[config.mk]
export PLATFORM = sky130hd
export DESIGN_NAME = sha256_target_compare_flat
export DESIGN_NICKNAME = d
export VERILOG_FILES = /design/src/rtl/sha256_target_compare_if.sv /design/src/rtl/sha256_target_compare.sv /design/src/flat_wrapper.sv
export SDC_FILE = /design/constraint.sdc
export NUM_CORES = 1
export LEC_CHECK = 0
export ABC_AREA = 0
export CAP_MARGIN = 20
export CORE_MARGIN = 10
export CORE_UTILIZATION = 40
export CTS_BUF_LIST = sky130_fd_sc_hd__clkbuf_4
export DETAILED_ROUTE_END_ITERATION = 10
export SLEW_MARGIN = 20
export SYNTH_ARGS = -nofsm -noshare
export SYNTH_HDL_FRONTEND = slang
export SYNTH_SLANG_ARGS = --single-unit
[constraint.sdc]
create_clock -name clk -period 13.5 [get_ports clk]
set_clock_uncertainty 0.2 [all_clocks]
set_input_delay 4.05 -clock clk [delete_from_list [all_inputs] [get_ports clk]]
set_output_delay 4.05 -clock clk [all_outputs]
set_load 0.005 [all_outputs]
[src/rtl/sha256_target_compare_if.sv]
// Bus bundle for sha256_target_compare.
//   Control side : start, digest_addr, target_addr, result_addr -> block
//                  done, hit, equal                             <- block
//   Memory side  : mem_clk, mem_we, mem_addr, mem_write_data    <- block
//                  mem_read_data (registered read, 1 cycle)     -> block
// The comparator itself takes the slave modport; whoever drives the control
// inputs and provides the memory takes the master modport.
interface sha256_target_compare_if;
  logic        start;
  logic [15:0] digest_addr;
  logic [15:0] target_addr;
  logic [15:0] result_addr;
  logic        done;
  logic        hit;
  logic        equal;
  logic        mem_clk;
  logic        mem_we;
  logic [15:0] mem_addr;
  logic [31:0] mem_write_data;
  logic [31:0] mem_read_data;

  modport slave (
    input  start, digest_addr, target_addr, result_addr, mem_read_data,
    output done, hit, equal, mem_clk, mem_we, mem_addr, mem_write_data
  );

  modport master (
    output start, digest_addr, target_addr, result_addr, mem_read_data,
    input  done, hit, equal, mem_clk, mem_we, mem_addr, mem_write_data
  );
endinterface

[src/rtl/sha256_target_compare.sv]
// sha256_target_compare: proof-of-work hit test (digest < target).
// Reads DIGEST_WORDS target words, then DIGEST_WORDS digest words over a
// single-port registered-read memory, comparing most significant word first.
// Fixed latency: done falls the cycle after start and rises again
// 2*(DIGEST_WORDS+1)+1 cycles after start was sampled (+1 with write-back).
// Ports:
//   clk   - system clock, forwarded as bus.mem_clk
//   reset - asynchronous, active-high
//   bus   - sha256_target_compare_if.slave (control + memory signals)
// Optional feature macro: RESULT_WB_EN -- adds a WB state that writes
//   {30'b0, equal, hit} to result_addr before returning to IDLE.
module sha256_target_compare #(
  parameter int DIGEST_WORDS = 8
) (
  input  logic                     clk,
  input  logic                     reset,
  sha256_target_compare_if.slave   bus
);

  localparam int IW = $clog2(DIGEST_WORDS + 1);
  localparam int SW = (DIGEST_WORDS > 1) ? $clog2(DIGEST_WORDS) : 1;
  localparam logic [IW-1:0] LAST = IW'(DIGEST_WORDS);

`ifdef RESULT_WB_EN
  typedef enum logic [1:0] {IDLE, RD_TGT, RD_DIG, WB} state_t;
`else
  typedef enum logic [1:0] {IDLE, RD_TGT, RD_DIG} state_t;
`endif

  state_t state_q, state_d;

  logic [IW-1:0]                   idx_q;
  logic [15:0]                     dbase_q, tbase_q;
  logic [DIGEST_WORDS-1:0][31:0]   tgt_q;
  logic                            decided_q, decided_d;
  logic                            hit_q, hit_d;
  logic                            equal_q;
  logic [IW-1:0]                   cap_idx;
  logic [15:0]                     idx_ext;
  logic [31:0]                     tgt_w;

`ifdef RESULT_WB_EN
  logic [15:0] rbase_q;
`else
  logic unused_result_addr;
  assign unused_result_addr = ^bus.result_addr;
`endif

  // Word arriving on mem_read_data belongs to the address issued last cycle.
  assign cap_idx = idx_q - 1'b1;
  assign idx_ext = {{(16-IW){1'b0}}, idx_q};
  assign tgt_w   = tgt_q[cap_idx[SW-1:0]];

  assign bus.mem_clk = clk;
  assign bus.hit     = hit_q;
  assign bus.equal   = equal_q;

  // State register
  always_ff @(posedge clk or posedge reset) begin
    if (reset) state_q <= IDLE;
    else       state_q <= state_d;
  end

  // Next-state logic
  always_comb begin
    state_d = state_q;
    case (state_q)
      IDLE:   if (bus.start)     state_d = RD_TGT;
      RD_TGT: if (idx_q == LAST) state_d = RD_DIG;
`ifdef RESULT_WB_EN
      RD_DIG: if (idx_q == LAST) state_d = WB;
      WB:                        state_d = IDLE;
`else
      RD_DIG: if (idx_q == LAST) state_d = IDLE;
`endif
      default:                   state_d = IDLE;
    endcase
  end

  // Outputs: done/memory controls decoded from state and index.
  always_comb begin
    bus.done           = 1'b0;
    bus.mem_we         = 1'b0;
    bus.mem_addr       = 16'h0000;
    bus.mem_write_data = 32'h0;
    case (state_q)
      IDLE:   bus.done = 1'b1;
      RD_TGT: if (idx_q < LAST) bus.mem_addr = tbase_q + idx_ext;
      RD_DIG: if (idx_q < LAST) bus.mem_addr = dbase_q + idx_ext;
`ifdef RESULT_WB_EN
      WB: begin
        bus.mem_we         = 1'b1;
        bus.mem_addr       = rbase_q;
        bus.mem_write_data = {30'b0, equal_q, hit_q};
      end
`endif
      default: ;
    endcase
  end

  // First differing word (MSW first) fixes the decision; later words ignored.
  always_comb begin
    decided_d = decided_q;
    hit_d     = hit_q;
    if (state_q == RD_DIG && idx_q != '0 && !decided_q &&
        bus.mem_read_data != tgt_w) begin
      decided_d = 1'b1;
      hit_d     = bus.mem_read_data < tgt_w;
    end
  end

  // Datapath
  always_ff @(posedge clk or posedge reset) begin
    if (reset) begin
      idx_q     <= '0;
      dbase_q   <= 16'h0;
      tbase_q   <= 16'h0;
      tgt_q     <= '0;
      decided_q <= 1'b0;
      hit_q     <= 1'b0;
      equal_q   <= 1'b0;
`ifdef RESULT_WB_EN
      rbase_q   <= 16'h0;
`endif
    end else begin
      case (state_q)
        IDLE: if (bus.start) begin
          dbase_q   <= bus.digest_addr;
          tbase_q   <= bus.target_addr;
`ifdef RESULT_WB_EN
          rbase_q   <= bus.result_addr;
`endif
          hit_q     <= 1'b0;
          equal_q   <= 1'b0;
          decided_q <= 1'b0;
          idx_q     <= '0;
        end
        RD_TGT: begin
          if (idx_q != '0) tgt_q[cap_idx[SW-1:0]] <= bus.mem_read_data;
          idx_q <= (idx_q == LAST) ? '0 : idx_q + 1'b1;
        end
        RD_DIG: begin
          decided_q <= decided_d;
          hit_q     <= hit_d;
          if (idx_q == LAST) equal_q <= ~decided_d;
          idx_q <= (idx_q == LAST) ? '0 : idx_q + 1'b1;
        end
        default: ;
      endcase
    end
  end

endmodule

[src/flat_wrapper.sv]
// flat-port wrapper written by rule: the top's interface ports become plain ports
module sha256_target_compare_flat 
#(
  parameter int DIGEST_WORDS = 8
)
  (clk, reset, bus_start, bus_digest_addr, bus_target_addr, bus_result_addr, bus_mem_read_data, bus_done, bus_hit, bus_equal, bus_mem_clk, bus_mem_we, bus_mem_addr, bus_mem_write_data);
  sha256_target_compare_if bus_i ();
  input  logic clk;
  input  logic reset;
  input wire logic [$bits(bus_i.start)-1:0] bus_start;
  input wire logic [$bits(bus_i.digest_addr)-1:0] bus_digest_addr;
  input wire logic [$bits(bus_i.target_addr)-1:0] bus_target_addr;
  input wire logic [$bits(bus_i.result_addr)-1:0] bus_result_addr;
  input wire logic [$bits(bus_i.mem_read_data)-1:0] bus_mem_read_data;
  output wire logic [$bits(bus_i.done)-1:0] bus_done;
  output wire logic [$bits(bus_i.hit)-1:0] bus_hit;
  output wire logic [$bits(bus_i.equal)-1:0] bus_equal;
  output wire logic [$bits(bus_i.mem_clk)-1:0] bus_mem_clk;
  output wire logic [$bits(bus_i.mem_we)-1:0] bus_mem_we;
  output wire logic [$bits(bus_i.mem_addr)-1:0] bus_mem_addr;
  output wire logic [$bits(bus_i.mem_write_data)-1:0] bus_mem_write_data;
  assign bus_i.start = bus_start;
  assign bus_i.digest_addr = bus_digest_addr;
  assign bus_i.target_addr = bus_target_addr;
  assign bus_i.result_addr = bus_result_addr;
  assign bus_i.mem_read_data = bus_mem_read_data;
  assign bus_done = bus_i.done;
  assign bus_hit = bus_i.hit;
  assign bus_equal = bus_i.equal;
  assign bus_mem_clk = bus_i.mem_clk;
  assign bus_mem_we = bus_i.mem_we;
  assign bus_mem_addr = bus_i.mem_addr;
  assign bus_mem_write_data = bus_i.mem_write_data;
  sha256_target_compare #(.DIGEST_WORDS(DIGEST_WORDS)) u_core (.clk(clk), .reset(reset), .bus(bus_i));
endmodule
Word-level counts from Yosys, hierarchy flattened
Index checks and enable logic that the tools add are counted.
{"block": "classes", "reduce_logical": 17, "n_bitwise": 1, "order_cmp": 4, "n_addsub": 4, "n_mux": 23, "eq_ne": 8}
{"operator": "bitwise mux 256 bit", "n": 1}
{"operator": "binary-select mux 32 bit (select 3 bit)", "n": 1}
{"operator": "demux 32 bit (select 3 bit)", "n": 1}
{"operator": "2-to-1 mux 32 bit", "n": 2}
{"operator": "adder 16 x 4 -> 16 bit", "n": 2}
{"operator": "less-than comparator 32 bit", "n": 1}
{"operator": "2-to-1 mux 16 bit", "n": 2}
{"operator": "!= test 32 bit", "n": 1}
{"operator": "case mux 16 bit (2 select lines)", "n": 1}
{"operator": "AND reduction 3 bit", "n": 3}
{"operator": "2-to-1 mux 4 bit", "n": 2}
{"operator": "case mux 4 bit (2 select lines)", "n": 1}
{"operator": "AND reduction 2 bit", "n": 4}
{"operator": "2-to-1 mux 2 bit", "n": 3}
{"operator": "case mux 1 bit (2 select lines)", "n": 3}
{"operator": "case mux 2 bit (3 select lines)", "n": 1}
{"operator": "2-to-1 mux 1 bit", "n": 5}
{"operator": "adder 4 x 1 -> 4 bit (second input constant)", "n": 1}
{"operator": "== test 4 bit (second input constant)", "n": 1}
{"operator": "logical AND 1 bit", "n": 4}
{"operator": "less-than comparator 3 x 4 -> 1 bit (second input constant)", "n": 1}
{"operator": "less-than comparator 4 bit (second input constant)", "n": 1}
{"operator": "!= test 2 x 1 -> 1 bit (second input constant)", "n": 2}
{"operator": "!= test 2 bit (second input constant)", "n": 2}
{"operator": "10 further kinds", "n": 11}
{"block": "totals", "register_bits": 297, "inputBits": 83, "output_inout_bits": 53, "word_cells": 72}

Longest topological paths before layout
Gate-level depths: netlist (run 1).
{"block": "logic_depth", "depth_word": 9, "depth_mapped": 15, "mapped_depth_nobuf": 12}

==> metrics.txt, run 1 <==
predominant post-synthesis flop cell=dfrtp_1; DR iter-0 viols=560; Synth area leaders=dfrtp_1 49%, mux2_2 21%, mux4_2 9.6%; Syn Area/Cell=14.2 sq um; CP Class=clk -> out; iteration count of the initial detailed-routing pass=4; Vias=9,291; Core Util, Final=47.1%; Worst path max stage delay=0.43 ns; CTS tree=done; RSZ-0062 raised after global routing=false; unique cell type count in the Yosys netlist=58; power density over the cells=254 mW/mm^2; post-CTS sizing=0; Starting Density=40.8%; Static Leak=7.47 nW; Mapped Area=0.0150 sq mm; Final Wtd Congestion=0.747; Hold Crit Depth=2; crit path buf inv count=3; Worst-Skew Late Latency=0.87 ns; switching portion of total power=34.5%; relative slew slack=34.4%; worst-margin pin slew=0.981 ns; final setup fails=0; DIE AREA=0.0457 sq mm; PortBufs=86; crit start category=clock port; Setup WS post-layout=1.84 ns; Hold Vio Cnt, Final=0; register area share after synthesis=49.4%; dominant cell type by area after synthesis=dfrtp_1; DRT antenna net count=0; FF+latch count, synth=297; pre-CTS setup slack=2.09 ns; metal2 WL=16,500 um; Cells after Synth=1,062; Slew Limit Fails=0; Worst Hold Class=reg -> reg; most frequent CP cell=clkbuf_4; Sw Pwr=1.52 mW; Seq pwr share=35.2%; routed vias/inst=5.28; post-DR wirelength/cell=19.7 um; Sum Neg Setup Slack=0 ns; wl on met1=15,900 um; clk slew on worst S/H paths=0.06 ns; io pins=136; cell count along the critical path=3; Worst Path Max Fanout=4; total detailed-routing wirelength=34,700 um; Non-Filler Instances=1,760; Int Pwr=2.89 mW; first-pass GRT wire length=55,600 um; hold_buf cts=0; Reg2Reg Depth=13; routed wl met3=1620 um; via count of the first global-routing pass=9,940; FFs w/ async S/R, synth=100%; post-DP HPWL=21,100 um; DP Area=0.0163 sq mm; chip width=214 um; FILL cells=3,308; Die Y=214 um; Worst Path Required=9.25 ns; Area Overhead vs Synth=15.6%; Ys Warns=0; Total GRT Usage=15.7%; status=finished, final reports clean; share of cells above drive strength 1=40.5%; crit-path cells=clkbuf_4, clkbuf_4, clkdlybuf4s50_1; grt ovf=0; DRC Markers=0; Yosys top cell area share=49.4%; CORE AREA=0.0369 sq mm; uppermost layer routed=met5; initial antenna violation count=4; CP max stage cell=clkdlybuf4s50_1; design area=0.0174 sq mm; Post-CTS Setup Repair Bufs=0; row count=70; Total Nets Final=1,329; placed insts=1,614; Max rail drop VDD=0.126 mV; max_cap viols=0; Post-synth EDFFs=0; largest net degree at the start of global routing=96; Combinational Power Share=46.1%; CP arrival=7.41 ns; Critical Path End Type=primary output; cell family with most CP delay=buffers and inverters; Clock Power Share=18.7%
==> Yosys cell counts, types with 4 or more instances <==
library cell and n:
mux4_2 64, ha_1 45, nor2_1 13, xnor2_1 7, a21o_1 8, buf_4 46, and3_1 5, mux2i_1 31
buf_2 23, dfrtp_1 297, mux2_2 282, a21oi_1 23, xor2_1 6, nand2_1 31, inv_1 10, nand4_1 14
nor4b_1 4, o21a_1 5, nand2b_1 5, nor2b_1 4, clkbuf_1 16, nor4_1 5, nand3_1 15, a21boi_0 6
o21ai_0 26, mux2_1 5, o31a_1 5, a22oi_1 4, nor3_1 11
==> per-layer routing <==
| layer | vias to the layer above | global-route usage (%) |
|---|---|---|
| met5 | - | 0 |
| met4 | 4 | 6.28 |
| met3 | 53 | 4.10 |
| met2 | 160 | 24.7 |
| met1 | 4813 | 20.4 |
| li1 | 4261 | - |
==> state kept, by name, indices dropped and copies added, names as in the netlist <==
| signal | flops |
|---|---|
| u_core.dbase_q | 16 |
| u_core.idx_q | 4 |
| u_core.decided_q | 1 |
| u_core.tbase_q | 16 |
| u_core.bus.equal | 1 |
| u_core.tgt_q | 256 |
| u_core.bus.hit | 1 |
| u_core.state_q | 2 |
==> power groups by stage <==
| stage | Clock, mW | Sequential, mW | Combinational [mW] |
|---|---|---|---|
| 3_3_place_gp | 0.00624 | 1.55 | 2.02 |
| 4_1_cts | 0.863 | 1.55 | 2.07 |
| 5_1_grt | 0.909 | 1.61 | 2.24 |
| 6_report | 0.826 | 1.55 | 2.03 |
| 3_5_place_dp | 0.00624 | 1.57 | 2.06 |
| 2_1_floorplan | 0.00480 | 1.49 | 1.62 |
==> worst min-delay path: stages, from the launching register on <==
cell	delay (ns)
dfrtp_1	0.34
nand2_1	0.04
o21ai_0	0.06
==> path summary, 6_finish.rpt <==
path,slack [ns],from,end
worst max-delay path,1.84,clk,bus_mem_clk
worst min-delay path,0.28,u_core.tgt_q[0],u_core.tgt_q[0]
worst max register to register,8.66,u_core.idx_q[0],u_core.bus.hit
worst min register to register,0.28,u_core.tgt_q[0],u_core.tgt_q[0]
max in group asynchronous,8.16,reset,u_core.tgt_q[240]
min in group asynchronous,3.48,reset,u_core.tbase_q[14]
==> cell families after synthesis <==
family                   after synthesis  share of synthesized area [%]
XOR/XNOR                              13                          0.757
flip-flops                           297                           49.4
multiplexers                         382                           33.2
buffers and inverters                 99                           3.86
adder cells (fa/ha/maj)               47                           4.01
other                                  1                         0.0249
AND/OR/NAND/NOR                      121                           4.32
AO/OA/AOI/OAI                        102                           4.43
==> layout make-up <==
| type | instances | area [sq um] | area share (%) |
|---|---|---|---|
| Timing Repair Buffer | 103 | 987 | 5.68 |
| Clock inverter | 16 | 101 | 0.583 |
| Multi-Input combinational cell | 698 | 7210 | 41.5 |
| Clock buffer | 126 | 948 | 5.46 |
| Antenna cell | 5 | 12.5 | 0.0720 |
| Inverter | 11 | 48.8 | 0.281 |
| Tap cell | 504 | 631 | 3.63 |
| Sequential cell | 297 | 7430 | 42.8 |
==> cells in the final DEF (no fill, tap or decap), types with 6 or more instances in the layout <==
master	instances
inv_1	9
mux4_2	64
clkdlybuf4s50_1	86
xnor2_1	7
nand2_1	31
buf_4	16
a21boi_0	6
ha_1	44
nor2_1	13
nand4_1	14
mux2i_1	31
clkinv_1	11
o21ai_0	26
nor3_1	10
mux2_2	282
nand3_1	13
clkbuf_4	125
dfrtp_1	297
conb_1	33
a21o_1	8
a21oi_1	23
==> through the flow <==
| step | power [mW] | hold slack [ns] |
|---|---|---|
| 2_1_floorplan | 3.12 | 0.245 |
| 3_3_place_gp | 3.58 | 0.261 |
| 3_5_place_dp | 3.63 | 0.268 |
| 4_1_cts | 4.49 | 0.282 |
| 5_1_grt | 4.76 | 0.305 |
| 6_report | 4.42 | 0.277 |
(Power assumes the default switching activity.)
==> inputs of run 2 (changes only) <==
--- a/config.mk
+++ b/config.mk
@@ -5,7 +5,6 @@
 export SDC_FILE = /design/constraint.sdc
 export NUM_CORES = 1
 export LEC_CHECK = 0
-export ABC_AREA = 0
 export CAP_MARGIN = 20
 export CORE_MARGIN = 10
 export CORE_UTILIZATION = 40
==> results of run 2 <==
Same layout as run 1: the final DEF is identical, and so are final timing and power.
==> inputs of run 3 (changes only) <==
--- a/config.mk
+++ b/config.mk
@@ -6,8 +6,9 @@
 export NUM_CORES = 1
 export LEC_CHECK = 0
 export CAP_MARGIN = 20
+export CORE_ASPECT_RATIO = 1.25
 export CORE_MARGIN = 10
-export CORE_UTILIZATION = 40
+export CORE_UTILIZATION = 35
 export CTS_BUF_LIST = sky130_fd_sc_hd__clkbuf_4
 export DETAILED_ROUTE_END_ITERATION = 10
 export SLEW_MARGIN = 20
==> run 3 against run 2 <==
- count of clock-buffer cells in the layout shrank 18
- worst hold slack gained 0.011 ns
- register-to-register slack lost 0.56 ns
- worst setup slack gained 0.0033 ns
- global-route usage shrank 2.4 points
- critical path depth is the same
- power shrank 1.2%
==> metrics.txt, run 3 (synthesis results as in run 1) <==
most frequent cells in the layout=297 x dfrtp_1, 282 x mux2_2, 107 x clkbuf_4; worst-margin pin slew=1.04 ns (+0.0556 ns); placed insts=1,666 (+3.2%); CP arrival=7.40 ns (about the same); DIE AREA=0.0517 sq mm (+13%); wl on met1=15,000 um (-5.6%); Worst Path Required=9.25 ns (about the same); routed vias/inst=5.21 (-1.3%); Total GRT Usage=13.3% (-2.4 points); Top reg by flops=u_core.tgt_q; post-DP HPWL=20,500 um (-3.0%); crit-path cells=clkbuf_4, clkbuf_4, clkdlybuf4s50_1; Worst-Skew Late Latency=0.86 ns (about the same); DRC Markers=0 (unchanged); Vias=9,353 (+0.67%); uppermost layer routed=met5; relative slew slack=30.3% (-4.1 points); chip width=205 um (-4.0%); post-CTS sizing=0 (unchanged); cell family with most CP delay=buffers and inverters; Total Nets Final=1,320 (-0.68%); Worst path max stage delay=0.43 ns (about the same); top flop regs=u_core.tgt_q: 256 flops, u_core.dbase_q: 16 flops, u_core.tbase_q: 16 flops; Worst Hold Class=reg -> reg; Static Leak=7.40 nW (-0.94%); Final Wtd Congestion=0.789 (+5.7%); routed wl met3=1980 um (+22%); DR iter-0 viols=413 (-26%); Non-Filler Instances=1,795 (+2.0%); io pins=136 (unchanged); post-DR wirelength/cell=19.1 um (-3.0%); crit start category=clock port; final setup fails=0 (unchanged); RSZ-0062 raised after global routing=false; first-pass GRT wire length=54,400 um (-2.1%); iteration count of the initial detailed-routing pass=4 (unchanged); power density over the cells=252 mW/mm^2 (-0.97%); Max rail drop VDD=0.171 mV (+36%); Setup WS post-layout=1.85 ns (+0.00334 ns); Hold Vio Cnt, Final=0 (unchanged); CP max stage cell=clkdlybuf4s50_1; CP Class=clk -> out; Core Util, Final=41.0% (-6.1 points); Hold WS=0.288 ns (+0.0109 ns); DRT antenna net count=0 (unchanged); most frequent CP cell=clkbuf_4; commonest non-fill, non-tap cell in the layout=dfrtp_1; share of cells above drive strength 1=39.2% (-1.3 points); clk slew on worst S/H paths=0.06 ns (about the same); total detailed-routing wirelength=34,300 um (-1.1%); largest net degree at the start of global routing=156 (+63%); Critical Path End Type=primary output; hold_buf cts=0 (unchanged); status=finished, final reports clean; PortBufs=86 (unchanged); Sum Neg Setup Slack=0 ns (unchanged); Starting Density=35.6% (-5.2 points); CORE AREA=0.0423 sq mm (+15%); Worst Path Max Fanout=4 (unchanged); via count of the first global-routing pass=9,951 (+0.11%); Die Y=252 um (+18%); Slew Limit Fails=0 (unchanged); Post-CTS Setup Repair Bufs=0 (unchanged); metal2 WL=16,700 um (+1.0%); CTS tree=done; max FFs per register=256 (unchanged); Area Overhead vs Synth=15.3%; crit path buf inv count=3 (unchanged); FILL cells=3,939 (+19%); max_cap viols=0 (unchanged); pre-CTS setup slack=2.09 ns (unchanged); row count=84 (+20%); grt ovf=0 (unchanged); initial antenna violation count=2 (-2)
## run 3: cell count changes in the layout (fill, tap and decap cells not counted), sizes merged, moves of 2 or more
| cell | change |
|---|---|
| clkbuf | -18 |
| clkinv | +5 |
| buf | -3 |
| diode | -3 |
| bufinv | +2 |
| inv | -2 |
## run 3: worst register-to-register path, stage by stage, from the launching register on
cell     delay [ns]
dfrtp_1        0.60
inv_2          0.11
ha_4           0.22
xor2_4         0.12
buf_4          0.50
buf_4          0.82
mux4_2         0.63
mux2i_1        0.15
ha_1           0.17
nand4_1        0.14
nor4_1         0.81
nand3_1        0.39
a21o_1         0.26
a41o_1         0.21
## run 3: power breakdown
part           leakage (nW)  internal (mW)  switching (mW)
clock network         0.565          0.425           0.360
registers              3.60           1.32           0.238
logic                  3.23           1.13           0.896
## run 3: final cells by class
cell class                      count  area, sq um  area share (%)
Tap cell                          559          699            4.03
Sequential cell                   297         7430            42.9
Multi-Input combinational cell    698         7200            41.6
Clock buffer                      108          813            4.69
Clock inverter                     20          154           0.888
Timing Repair Buffer              100          976            5.63
Antenna cell                        2         5.00          0.0289
Inverter                           11         53.8           0.310
## run 3: worst paths after layout
check                                   from                end  slack [ns]  cells past startpoint
setup / recovery                         clk        bus_mem_clk        1.85                      3
hold / removal             u_core.tgt_q[241]  u_core.tgt_q[241]        0.29                      1
setup reg to reg             u_core.idx_q[0]     u_core.bus.hit        8.10                     13
hold reg to reg            u_core.tgt_q[241]  u_core.tgt_q[241]        0.29                      1
max in group asynchronous              reset   u_core.tgt_q[82]        8.32                      3
min in group asynchronous              reset  u_core.tgt_q[160]        3.50                      2
## run 3: per-layer routing
metal  track usage (%)  up-vias
met4              5.36        2
met3              3.30       46
met1              16.2     4848
met2              22.2      225
li1                  -     4232
met5                 0        -
## run 3: per-stage QoR
stage                     area (sq um)  power (mW)
after floorplan                  15200        3.12
after global placement           16400        3.57
after detailed placement         16400        3.62
after CTS                        17300        4.43
after global routing             17300        4.71
final                            17300        4.36
